===== src/rtl/ant_launcher.sv =====
// Ant-colony route discovery initiator: launches one forward ant at a time toward each
// other node in turn and converts the returning backward ant into a routing-table update.
`ifndef X_NODES
`define X_NODES 4
`endif
`ifndef Y_NODES
`define Y_NODES 4
`endif

package ant_pkg;
    localparam int X_NODES   = `X_NODES;
    localparam int Y_NODES   = `Y_NODES;
    localparam int XW        = (X_NODES > 1) ? $clog2(X_NODES) : 1;
    localparam int YW        = (Y_NODES > 1) ? $clog2(Y_NODES) : 1;
    localparam int MEM_DEPTH = 8;
    localparam int NMW       = $clog2(MEM_DEPTH + 1);

    typedef struct packed {
        logic                          ant;
        logic                          backward;
        logic [XW-1:0]                 x_source;
        logic [YW-1:0]                 y_source;
        logic [XW-1:0]                 x_dest;
        logic [YW-1:0]                 y_dest;
        logic [MEM_DEPTH-1:0][XW-1:0]  x_memory;
        logic [MEM_DEPTH-1:0][YW-1:0]  y_memory;
        logic [NMW-1:0]                num_memory;
    } packet_t;
endpackage

module ant_launcher
    import ant_pkg::*;
#(
    parameter int X_LOC      = 0,
    parameter int Y_LOC      = 0,
    parameter int ANT_PERIOD = 256,
    parameter int TIMEOUT    = 1024
) (
    input  logic          clk,
    input  logic          reset,
    output packet_t       o_data,
    output logic          o_data_val,
    input  logic          i_en,
    input  packet_t       i_data,
    input  logic          i_data_val,
    output logic          o_update_val,
    output logic [XW-1:0] o_update_x_dest,
    output logic [YW-1:0] o_update_y_dest,
    output logic [XW-1:0] o_update_x_next,
    output logic [YW-1:0] o_update_y_next,
    output logic [15:0]   o_update_rtt,
    output logic          o_timeout,
    output logic          o_drop
);
    localparam int NODES = X_NODES * Y_NODES;
    localparam int DW    = (NODES > 1) ? $clog2(NODES) : 1;
    localparam int SELF  = Y_LOC * X_NODES + X_LOC;
    localparam int PW    = $clog2(ANT_PERIOD + 1);

    localparam logic [DW-1:0] SELF_IDX      = DW'(SELF);
    localparam logic [DW-1:0] FIRST_IDX     = DW'((SELF + 1) % NODES);
    localparam logic [PW-1:0] PERIOD_RELOAD = PW'(ANT_PERIOD - 1);
    localparam logic [15:0]   RTT_LIMIT     = 16'(TIMEOUT - 1);

    typedef enum logic [1:0] {IDLE, SEND, WAIT} state_t;

    state_t        state, state_next;
    logic [PW-1:0] period_cnt;
    logic [DW-1:0] dest_idx, dest_adv;
    logic [15:0]   rtt_cnt;
    logic [XW-1:0] dest_x;
    logic [YW-1:0] dest_y;
    logic          is_bwd_ant, valid_ret, expire;
    logic          unused_data;

    function automatic logic [DW-1:0] step_idx(input logic [DW-1:0] idx);
        return (32'(idx) == 32'(NODES - 1)) ? '0 : idx + 1'b1;
    endfunction

    assign unused_data = ^i_data;

    assign dest_x = XW'(32'(dest_idx) % 32'(X_NODES));
    assign dest_y = YW'(32'(dest_idx) / 32'(X_NODES));

    // Self is never a target, so a step landing on it takes one more step.
    always_comb begin
        dest_adv = step_idx(dest_idx);
        if (dest_adv == SELF_IDX)
            dest_adv = step_idx(dest_adv);
    end

    assign is_bwd_ant = i_data_val && i_data.ant && i_data.backward;
    assign valid_ret  = (state == WAIT) && is_bwd_ant
                     && (i_data.x_dest == XW'(X_LOC)) && (i_data.y_dest == YW'(Y_LOC))
                     && (i_data.x_source == dest_x) && (i_data.y_source == dest_y)
                     && (i_data.num_memory >= NMW'(2));
    assign expire     = (state == WAIT) && (rtt_cnt == RTT_LIMIT) && !valid_ret;

    always_ff @(posedge clk or posedge reset) begin
        if (reset)
            state <= IDLE;
        else
            state <= state_next;
    end

    always_comb begin
        state_next = state;
        case (state)
            IDLE:    if (period_cnt == '0) state_next = SEND;
            SEND:    if (i_en) state_next = WAIT;
            WAIT:    if (valid_ret || expire) state_next = IDLE;
            default: state_next = IDLE;
        endcase
    end

    always_comb begin
        o_data     = '0;
        o_data_val = 1'b0;
        if (state == SEND) begin
            o_data_val           = 1'b1;
            o_data.ant           = 1'b1;
            o_data.x_source      = XW'(X_LOC);
            o_data.y_source      = YW'(Y_LOC);
            o_data.x_dest        = dest_x;
            o_data.y_dest        = dest_y;
            o_data.x_memory[0]   = XW'(X_LOC);
            o_data.y_memory[0]   = YW'(Y_LOC);
            o_data.num_memory    = NMW'(1);
        end
    end

    always_ff @(posedge clk or posedge reset) begin
        if (reset) begin
            period_cnt      <= PERIOD_RELOAD;
            dest_idx        <= FIRST_IDX;
            rtt_cnt         <= '0;
            o_update_val    <= 1'b0;
            o_update_x_dest <= '0;
            o_update_y_dest <= '0;
            o_update_x_next <= '0;
            o_update_y_next <= '0;
            o_update_rtt    <= '0;
            o_timeout       <= 1'b0;
            o_drop          <= 1'b0;
        end else begin
            o_update_val <= valid_ret;
            o_timeout    <= expire;
            o_drop       <= is_bwd_ant && !valid_ret;
            case (state)
                IDLE: if (period_cnt != '0) period_cnt <= period_cnt - 1'b1;
                SEND: if (i_en) rtt_cnt <= '0;
                WAIT: begin
                    if (rtt_cnt != '1)
                        rtt_cnt <= rtt_cnt + 16'd1;
                    if (valid_ret || expire) begin
                        dest_idx   <= dest_adv;
                        period_cnt <= PERIOD_RELOAD;
                    end
                end
                default: ;
            endcase
            if (valid_ret) begin
                o_update_x_dest <= dest_x;
                o_update_y_dest <= dest_y;
                o_update_x_next <= i_data.x_memory[1];
                o_update_y_next <= i_data.y_memory[1];
                o_update_rtt    <= rtt_cnt;
            end
        end
    end
endmodule

===== config.mk =====
export PLATFORM = sky130hd
export DESIGN_NAME = ant_launcher
export DESIGN_NICKNAME = d
export VERILOG_FILES = /design/src/rtl/ant_launcher.sv
export SDC_FILE = /design/constraint.sdc
export NUM_CORES = 1
export LEC_CHECK = 0
export ABC_AREA = 1
export CAP_MARGIN = 20
export CORE_UTILIZATION = 46
export CTS_BUF_LIST = sky130_fd_sc_hd__clkbuf_16
export DETAILED_ROUTE_END_ITERATION = 7
export GPL_ROUTABILITY_DRIVEN = 1
export HOLD_SLACK_MARGIN = 0.05
export MAX_ROUTING_LAYER = met4
export PLACE_DENSITY = 0.91
export SLEW_MARGIN = 20
export SYNTH_ARGS = -nofsm -noshare
export SYNTH_HDL_FRONTEND = slang
export SYNTH_SLANG_ARGS = --single-unit

===== constraint.sdc =====
create_clock -name clk -period 2.34 [get_ports clk]
set_input_delay 0.468 -clock clk [delete_from_list [all_inputs] [get_ports clk]]
set_output_delay 0.468 -clock clk [all_outputs]
set_load 0.01 [all_outputs]

* Yosys cells after proc, flatten, opt, wreduce, memory -nomap -nowiden *
Index checks and enable logic that the tools add are counted.

cells by class
  $add $sub $neg = 4
  magnitude comparators = 1
  equal/unequal tests = 13
  multiplexer cells = 16
  reductions and logical operators = 25

operator list
  kind                     number
  $mux W16                 2
  $pmux W16 S2             1
  $mux W9                  2
  $pmux W9 S2              1
  $add A16 B1 Y16 const B  1
  $eq A16 B10 Y1 const B   1
  $mux W4                  4
  $ne A16 B16 Y1 const B   1
  $logic_and A1 B1 Y1      11
  $logic_not A9 Y1         1
  $reduce_and A3 Y1        3
  $reduce_bool A9 Y1       1
  $sub A9 B1 Y9 const B    1
  $add A4 B1 Y4 const B    2
  $eq A4 B4 Y1 const B     2
  $logic_not A2 Y1         3
  $mux W2                  3
  $ne A2 B2 Y1 const B     3
  $pmux W2 S3              1
  $eq A2 B2 Y1             2
  $ge A4 B2 Y1 const B     1
  $logic_not A4 Y1         1
  $ne A2 B1 Y1 const B     2
  $reduce_bool A2 Y1       2
  6 further kinds          7

storage, ports and cells
  register bits = 58
  input port bits = 50
  output and inout bits = 74
  logic and storage cells = 71

* Logic depth before layout (Yosys ltp) *
Gate-level depths: netlist of run 1.

  depth after elaboration = 13
  depth in mapped cells = 10
  depth with buffers taken out = 9

* Worst setup path before layout of run 1 *
OpenSTA, ideal clock, no wires.

  path kind = register to register
  start = register rtt_cnt[0]
  end = register rtt_cnt[9]
  setup time = 126 ps
  data arrival time = 1379 ps
  data required time = 2214 ps
  setup slack = 835 ps
  cell stages (with the launch flop) = 10
  path buffers = 1
  clock period less this slack = 1505 ps
  cell sequence = dfrtp_1 > ha_1 > inv_1 > nor2_2 > nand2_2 > nor2_4 > nor2_2 > nor2_4 > buf_6 > o21ai_0

between the ends
  longest elaborated chain between the ends = 3
  elaborated cells between the ends (all ways) = 6
  classes of those cells = add/sub: 1; eq/ne: 2; mux: 2; reduce/logical: 1

RTL lines
  what                                               RTL line  source
  from (decl)                                        70        logic [15:0] rtt_cnt;
  from (signal assigned)                             154       rtt_cnt <= rtt_cnt + 16'd1;
  $add A16 B1 Y16 or $ne A16 B16 Y1 (tied branches)  154, 153
  $mux W16 or $ne A2 B1 Y1 (tied branches)           -
  $pmux W16 S2 or $reduce_and A3 Y1 (tied branches)  -

Several ways; a longest one is shown, not always the timed one. The select of a mux whose other input is x is not followed.
A chain may end at the register's enable or synchronous reset.

==> metrics.md, run 1 <==
| Metric | Value |
|---|---|
| Routed wl met2 | `4.09 mm` |
| Num rows | `31` |
| Total GRT Usage | `0.218` |
| Worst setup margin | `0.138 ns` |
| Number of global-route vias before repair | `2956` |
| CP Max Fanout | `6` |
| Post-CTS Resized | `0` |
| Io pins | `124` |
| Max-cap check violation count | `0` |
| Slowest-stage cell, CP | `clkdlybuf4s50_1` |
| Postcts setup bufs | `0` |
| WL met3 | `512 um` |
| Die area | `~0.008 mm2` |
| Syn Inst Count | `between 400 and 500` |
| Crit-path max cell delay | `between 0.5 and 0.6 ns` |
| RR Startpoint | `rtt_cnt[0]` |
| Syn. warnings | `0` |
| Setup-failing EPs final | `0` |
| Seq/Total Area, Yosys | `0.414` |
| Layout area overhead | `22.0%` |
| Final hold violations | `0` |
| Status | `completed` |
| Slew Viols, Final | `0` |
| Initial Utilization | `0.482` |
| Drt initial violations | `207` |
| Layout cell share with drive strength beyond 1 | `0.0985` |
| Routed Antenna Nets | `0` |
| CTS buffer count | `9` |
| Clk pin slew, worst setup/hold paths | `0.05 ns` |
| Min-delay src | `o_update_rtt[7]` |
| WL final | `7.93 mm` |
| Worst hold path type | `reg -> reg` |
| Total power | `3.33 mW` |
| CTS Buffer Depth | `2` |
| Critical path class | `reg -> out` |
| Worst Setup Start Kind | `register` |
| Combinational power share | `0.260` |
| Port Buffers | `54` |
| DR WL/cell | `around 12 um` |
| Post-layout min period | `2.20 ns` |
| Final GP Congestion | `0.897` |
| Final period util | `0.941` |
| Core area | `about 0.0073 mm2` |
| Largest net degree at the start of global routing | `59` |
| Pwr Density | `773 mW/mm2` |
| Data required time of the worst path | `roughly 1.9 ns` |
| Avg Inst Size Synth | `about 7.5 um2` |
| Worst EP arrival | `1.73 ns` |
| Clock Sinks | `58` |
| Reg power frac | `0.404` |
| Share of Yosys cell area claimed by the top area cell type | `0.347` |
| Share of power burned in the clock network | `0.336` |
| Hpwl dp | `~6 mm` |
| Root Driver | `clkbuf_16` |
| Final #Nets | `just under 600` |
| Asr flop ratio synth | `1.00` |
| RSZ-0062 raised after global routing | `no` |
| P_int | `2.18 mW` |
| Setup crit start | `state[0]` |
| First-pass GRT wire length | `12.8 mm` |
| DRC viols | `0` |
| Fmax achieved | `454 MHz` |
| Pre-antenna DRT Iters | `7` |
| Largest area contributor in the netlist | `dfrtp_1` |
| Sw frac | `0.346` |
| Post-synthesis cell area | `~0.0035 mm2` |
| Max layer used | `met4` |
| Die Y | `89.6 um` |
| Worst Setup Slack post-DPL | `0.0558 ns` |
| Ys flop type | `dfrtp_1` |
| Clock skew | `0.00473 ns` |
| Total gr overflow | `0` |
| Drt via density | `between 4 and 5` |
| Die width | `~90 um` |
| Final setup TNS | `0 ns` |
| #FFs+latches synth | `slightly below 60` |
| CTS tree | `done` |
| CP endpoint kind | `output pin` |
| Met1 Wirelength | `approximately 3.1 mm` |
| Psw | `1.15 mW` |
| EDFF count, synth | `0` |
| Leakage | `2.11 nW` |
| Worst skew pair latency | `0.32 ns` |
| Cts hold-fix bufs | `0` |
| Vias | `3150` |
| Synth top area cells | `dfrtp_1 35%, nand2_1 15%, buf_4 8.9%` |
| Peak VDD IR | `around 0.00035 V` |
| H-tree depth | `3` |
| # diodes | `0` |
| Crit path cell chain | `clkinv_1 -> nor2_2 -> inv_2 -> nor2_1 -> clkdlybuf4s50_1` |
| Initial antenna violation count | `0` |
| Yosys cell types | `28` |
[critical path, delay by kind of cell (launching register included)]
family                 cells  cell delay [ns]
DFF                        1             0.35
buffers and inverters      3             0.77
and+or+nand+nor            2             0.30
[final timing paths]
check	to	slack, ns	cells after the start
setup / recovery	o_data[36]	0.14	5
hold / removal	o_update_rtt[7]	0.48	2
setup reg to reg	rtt_cnt[12]	0.47	9
hold reg to reg	o_update_rtt[7]	0.48	2
max in group asynchronous	period_cnt[2]	1.52	3
min in group asynchronous	o_update_y_next[1]	0.52	3
[cell usage in the layout (no fill, tap or decap)]
| master | count |
|---|---|
| buf_12 | 2 |
| nand3_2 | 1 |
| buf_4 | 8 |
| nand3_1 | 34 |
| xnor2_1 | 2 |
| clkbuf_16 | 9 |
| dfstp_2 | 9 |
| nand2_1 | 138 |
| clkdlybuf4s50_1 | 54 |
| nand2_2 | 6 |
| nand4_1 | 13 |
| clkinv_2 | 2 |
| nor3_1 | 6 |
| o21ai_2 | 5 |
| o21ai_0 | 21 |
| ha_1 | 5 |
| dfrtp_1 | 49 |
| nor2_1 | 43 |
| o21bai_1 | 3 |
| xor2_1 | 8 |
| nor2_2 | 3 |
| inv_1 | 52 |
| clkinv_1 | 5 |
| o21ai_1 | 8 |
| o22ai_1 | 4 |
| nor2_4 | 4 |
| nand2_4 | 1 |
| inv_2 | 3 |
| conb_1 | 40 |
[routing by layer]
metal  global-route usage  vias to the layer above
li1                     -                     1524
met1                0.239                     1473
met2                0.364                      126
met3               0.0612                       27
met4                0.105                        0
met5                    -                        -
[synth_stat cells, types with 8 or more instances]
cell type	instances
nand2_1	138
inv_1	52
dfrtp_1	49
nor2_1	43
buf_4	42
nand3_1	34
o21ai_0	21
nand4_1	13
dfstp_2	9
o21ai_1	8
xor2_1	8
[registers in the layout, summed over array words and instances, names as in the netlist, 2 cells and up]
| name | cells |
|---|---|
| period_cnt | 9 |
| dest_idx | 4 |
| o_update_x_dest | 2 |
| o_update_x_next | 2 |
| o_update_y_dest | 2 |
| o_update_y_next | 2 |
| rtt_cnt | 16 |
| o_update_rtt | 16 |
| state | 2 |
[cells by family (layout without fill, tap and decap cells)]
group,Yosys count,count (layout),share of synthesized area
compound gates,41,41,0.0670
xor+xnor,10,10,0.0248
fa+ha+maj,5,5,0.0177
buf+inv,107,135,0.168
flops,58,58,0.414
other cells,1,40,0.00106
simple gates,249,249,0.307
[final cells by class]
cell class / instances / area, um2
clock buffer: 9 / 225
clock inverter: 7 / 28.8
fill: 598 / 3020
inverter: 55 / 206
multi-input combinational: 345 / 1620
sequential: 58 / 1460
tap: 99 / 124
timing repair buffer: 64 / 641
[power groups by stage]
stage	Sequential [mW]	Combinational [mW]	Clock, mW
2_1_floorplan	1.31	0.690	0
3_3_place_gp	1.34	0.800	0
3_5_place_dp	1.35	0.841	0
4_1_cts	1.34	0.859	1.13
5_1_grt	1.36	0.987	1.19
6_report	1.34	0.867	1.12
[through the flow]
step / instance area, um2 / hold slack [ns] / util / std cells
after CTS: 4310 / 0.482 / 0.588 / 637
after floorplan: 3680 / 0.455 / - / 510
after detailed placement: 4050 / 0.469 / 0.553 / 621
after global placement: 4050 / 0.464 / 0.553 / 621
final: 4310 / 0.480 / 0.588 / 637
after global routing: 4310 / 0.497 / 0.588 / 637
Power figures use the tool's default switching activity.
==> run 2: changes to the inputs <==
Settings changed: CORE_UTILIZATION 46 to 45, PLACE_DENSITY 0.91 to 0.9.
==> run 2 against run 1 <==
Effect of this change:
- sequential power is essentially flat
- clock-buffer cell count is the same
- worst setup slack lost 0.014 ns
- register-to-register slack lost 0.10 ns
- largest power group is now the clock network
- critical path type unchanged
- non-clock buffer count shrank 2
- maximum frequency shrank 0.63%
- critical path depth is the same
==> metrics.md, run 2 (same netlist as run 1, synthesis figures left out) <==
| Metric | Value |
|---|---|
| Critical path class | `reg -> out` |
| CTS Buffer Depth | `2 (unchanged)` |
| Worst hold path type | `reg -> reg` |
| First-pass GRT wire length | `13.6 mm (+6.0%)` |
| WL final | `7.93 mm (about the same)` |
| Clock Sinks | `58 (unchanged)` |
| Max-cap check violation count | `0 (unchanged)` |
| Die Y | `90.6 um (+1.1%)` |
| Fin area | `0.00436 mm2 (+1.2%)` |
| Clock skew | `0.00803 ns (+0.00330 ns)` |
| CTS tree | `done` |
| Non-Filler Instances | `635 (-0.31%)` |
| Port Buffers | `54 (unchanged)` |
| Root Driver | `clkbuf_16` |
| Drt via density | `4.92 (-0.48%)` |
| CP Max Fanout | `6 (unchanged)` |
| Initial Utilization | `0.477 (-0.00504)` |
| Final GP Congestion | `0.884 (-1.4%)` |
| Routed Antenna Nets | `0 (unchanged)` |
| Setup-failing EPs final | `0 (unchanged)` |
| Peak VDD IR | `0.000367 V (+3.5%)` |
| Biggest registers after layout | `o_update_rtt (16), rtt_cnt (16), period_cnt (9)` |
| Die width | `90.6 um (+1.1%)` |
| Die area | `0.00820 mm2 (+2.2%)` |
| Worst Setup Start Kind | `register` |
| Final period util | `0.947 (+0.00600)` |
| Core area | `0.00741 mm2 (+1.1%)` |
| Largest net degree at the start of global routing | `59 (unchanged)` |
| CP endpoint kind | `output pin` |
| Number of global-route vias before repair | `3074 (+4.0%)` |
| Total GRT Usage | `0.213 (-0.00454)` |
| Num rows | `31 (unchanged)` |
| Postcts setup bufs | `0 (unchanged)` |
| Most frequent cells in the layout | `138 x nand2_1, 54 x clkdlybuf4s50_1, 51 x inv_1, 49 x dfrtp_1, 43 x nor2_1` |
| Worst Setup Slack post-DPL | `0.0334 ns (-0.0224 ns)` |
| Final hold violations | `0 (unchanged)` |
| Fin util | `0.588 (+0.000771)` |
| Final setup TNS | `0 ns (unchanged)` |
| Worst EP arrival | `1.75 ns (+0.02 ns)` |
| Post-layout min period | `2.22 ns (+0.0140 ns)` |
| Final #Nets | `586 (-0.34%)` |
| Vias | `3125 (-0.79%)` |
| Layout cell share with drive strength beyond 1 | `0.101 (+0.00223)` |
| Commonest non-fill, non-tap cell in the layout | `nand2_1` |
| H-tree depth | `3 (unchanged)` |
| RSZ-0062 raised after global routing | `no` |
| Fmax achieved | `451 MHz (-0.63%)` |
| Status | `completed` |
| Leakage | `2.13 nW (+0.89%)` |
| Clk pin slew, worst setup/hold paths | `0.05 ns (about the same)` |
| Cts hold-fix bufs | `0 (unchanged)` |
| Total gr overflow | `0 (unchanged)` |
| CTS buffer count | `9 (unchanged)` |
| Initial antenna violation count | `0 (unchanged)` |
| Hpwl dp | `5.71 mm (-2.2%)` |
| Pre-antenna DRT Iters | `4 (-3)` |
| Post-CTS Resized | `0 (unchanged)` |
| DR WL/cell | `12.5 um (+0.29%)` |
| DRC viols | `0 (unchanged)` |
| Data required time of the worst path | `1.87 ns (about the same)` |
| DP Area | `0.00403 mm2 (-0.68%)` |
| Worst skew pair latency | `0.32 ns (about the same)` |
| Slew Viols, Final | `0 (unchanged)` |
| Pwr Density | `839 mW/mm2 (+8.6%)` |
| Cells after DPL | `619 (-0.32%)` |
| Drt initial violations | `245 (+18%)` |
| Io pins | `124 (unchanged)` |
| Worst setup margin | `0.124 ns (-0.0140 ns)` |
| # diodes | `0 (unchanged)` |
| Layout area overhead | `23.5%` |
[run 2: power breakdown]
group	switching (mW)	internal [mW]
Sequential	0.154	1.19
Clock	0.434	1.03
Combinational	0.565	0.285
[run 2: layout make-up]
cell class | instances | area [um2]
sequential | 58 | 1460
clock buffer | 9 | 225
timing repair buffer | 62 | 613
fill | 608 | 3050
inverter | 55 | 206
multi-input combinational | 345 | 1620
tap | 99 | 124
clock inverter | 7 | 108
[run 2: worst paths after layout]
kind | startpoint | to | slack (ns) | depth (start not counted)
setup / recovery | state[0] | o_data[37] | 0.12 | 5
hold / removal | o_update_rtt[5] | o_update_rtt[5] | 0.48 | 2
setup reg to reg | state[0] | o_update_rtt[9] | 0.37 | 8
hold reg to reg | o_update_rtt[5] | o_update_rtt[5] | 0.48 | 2
max in group asynchronous | reset | period_cnt[5] | 1.52 | 3
min in group asynchronous | reset | o_update_y_next[0] | 0.51 | 3
[run 2: stage by stage]
stage               power (mW)  hold WS (ns)
floorplan                 2.00         0.455
finish                    3.66         0.484
detailed placement        2.19         0.464
global placement          2.13         0.464
global route              3.87         0.508
CTS                       3.66         0.483
[run 2: layer usage]
layer | up-vias | global-route usage | wire (um)
li1 | 1526 | - | -
met1 | 1434 | 0.238 | 3150
met2 | 132 | 0.354 | 4040
met3 | 33 | 0.0480 | 445
met4 | 0 | 0.116 | 294
met5 | - | - | 0
[run 2: worst max-delay path, stage by stage, from the launching register on]
cell             delay (ns)
dfrtp_1                0.36
clkinv_1               0.12
nor2_2                 0.18
inv_2                  0.11
nor2_1                 0.11
clkdlybuf4s50_1        0.55
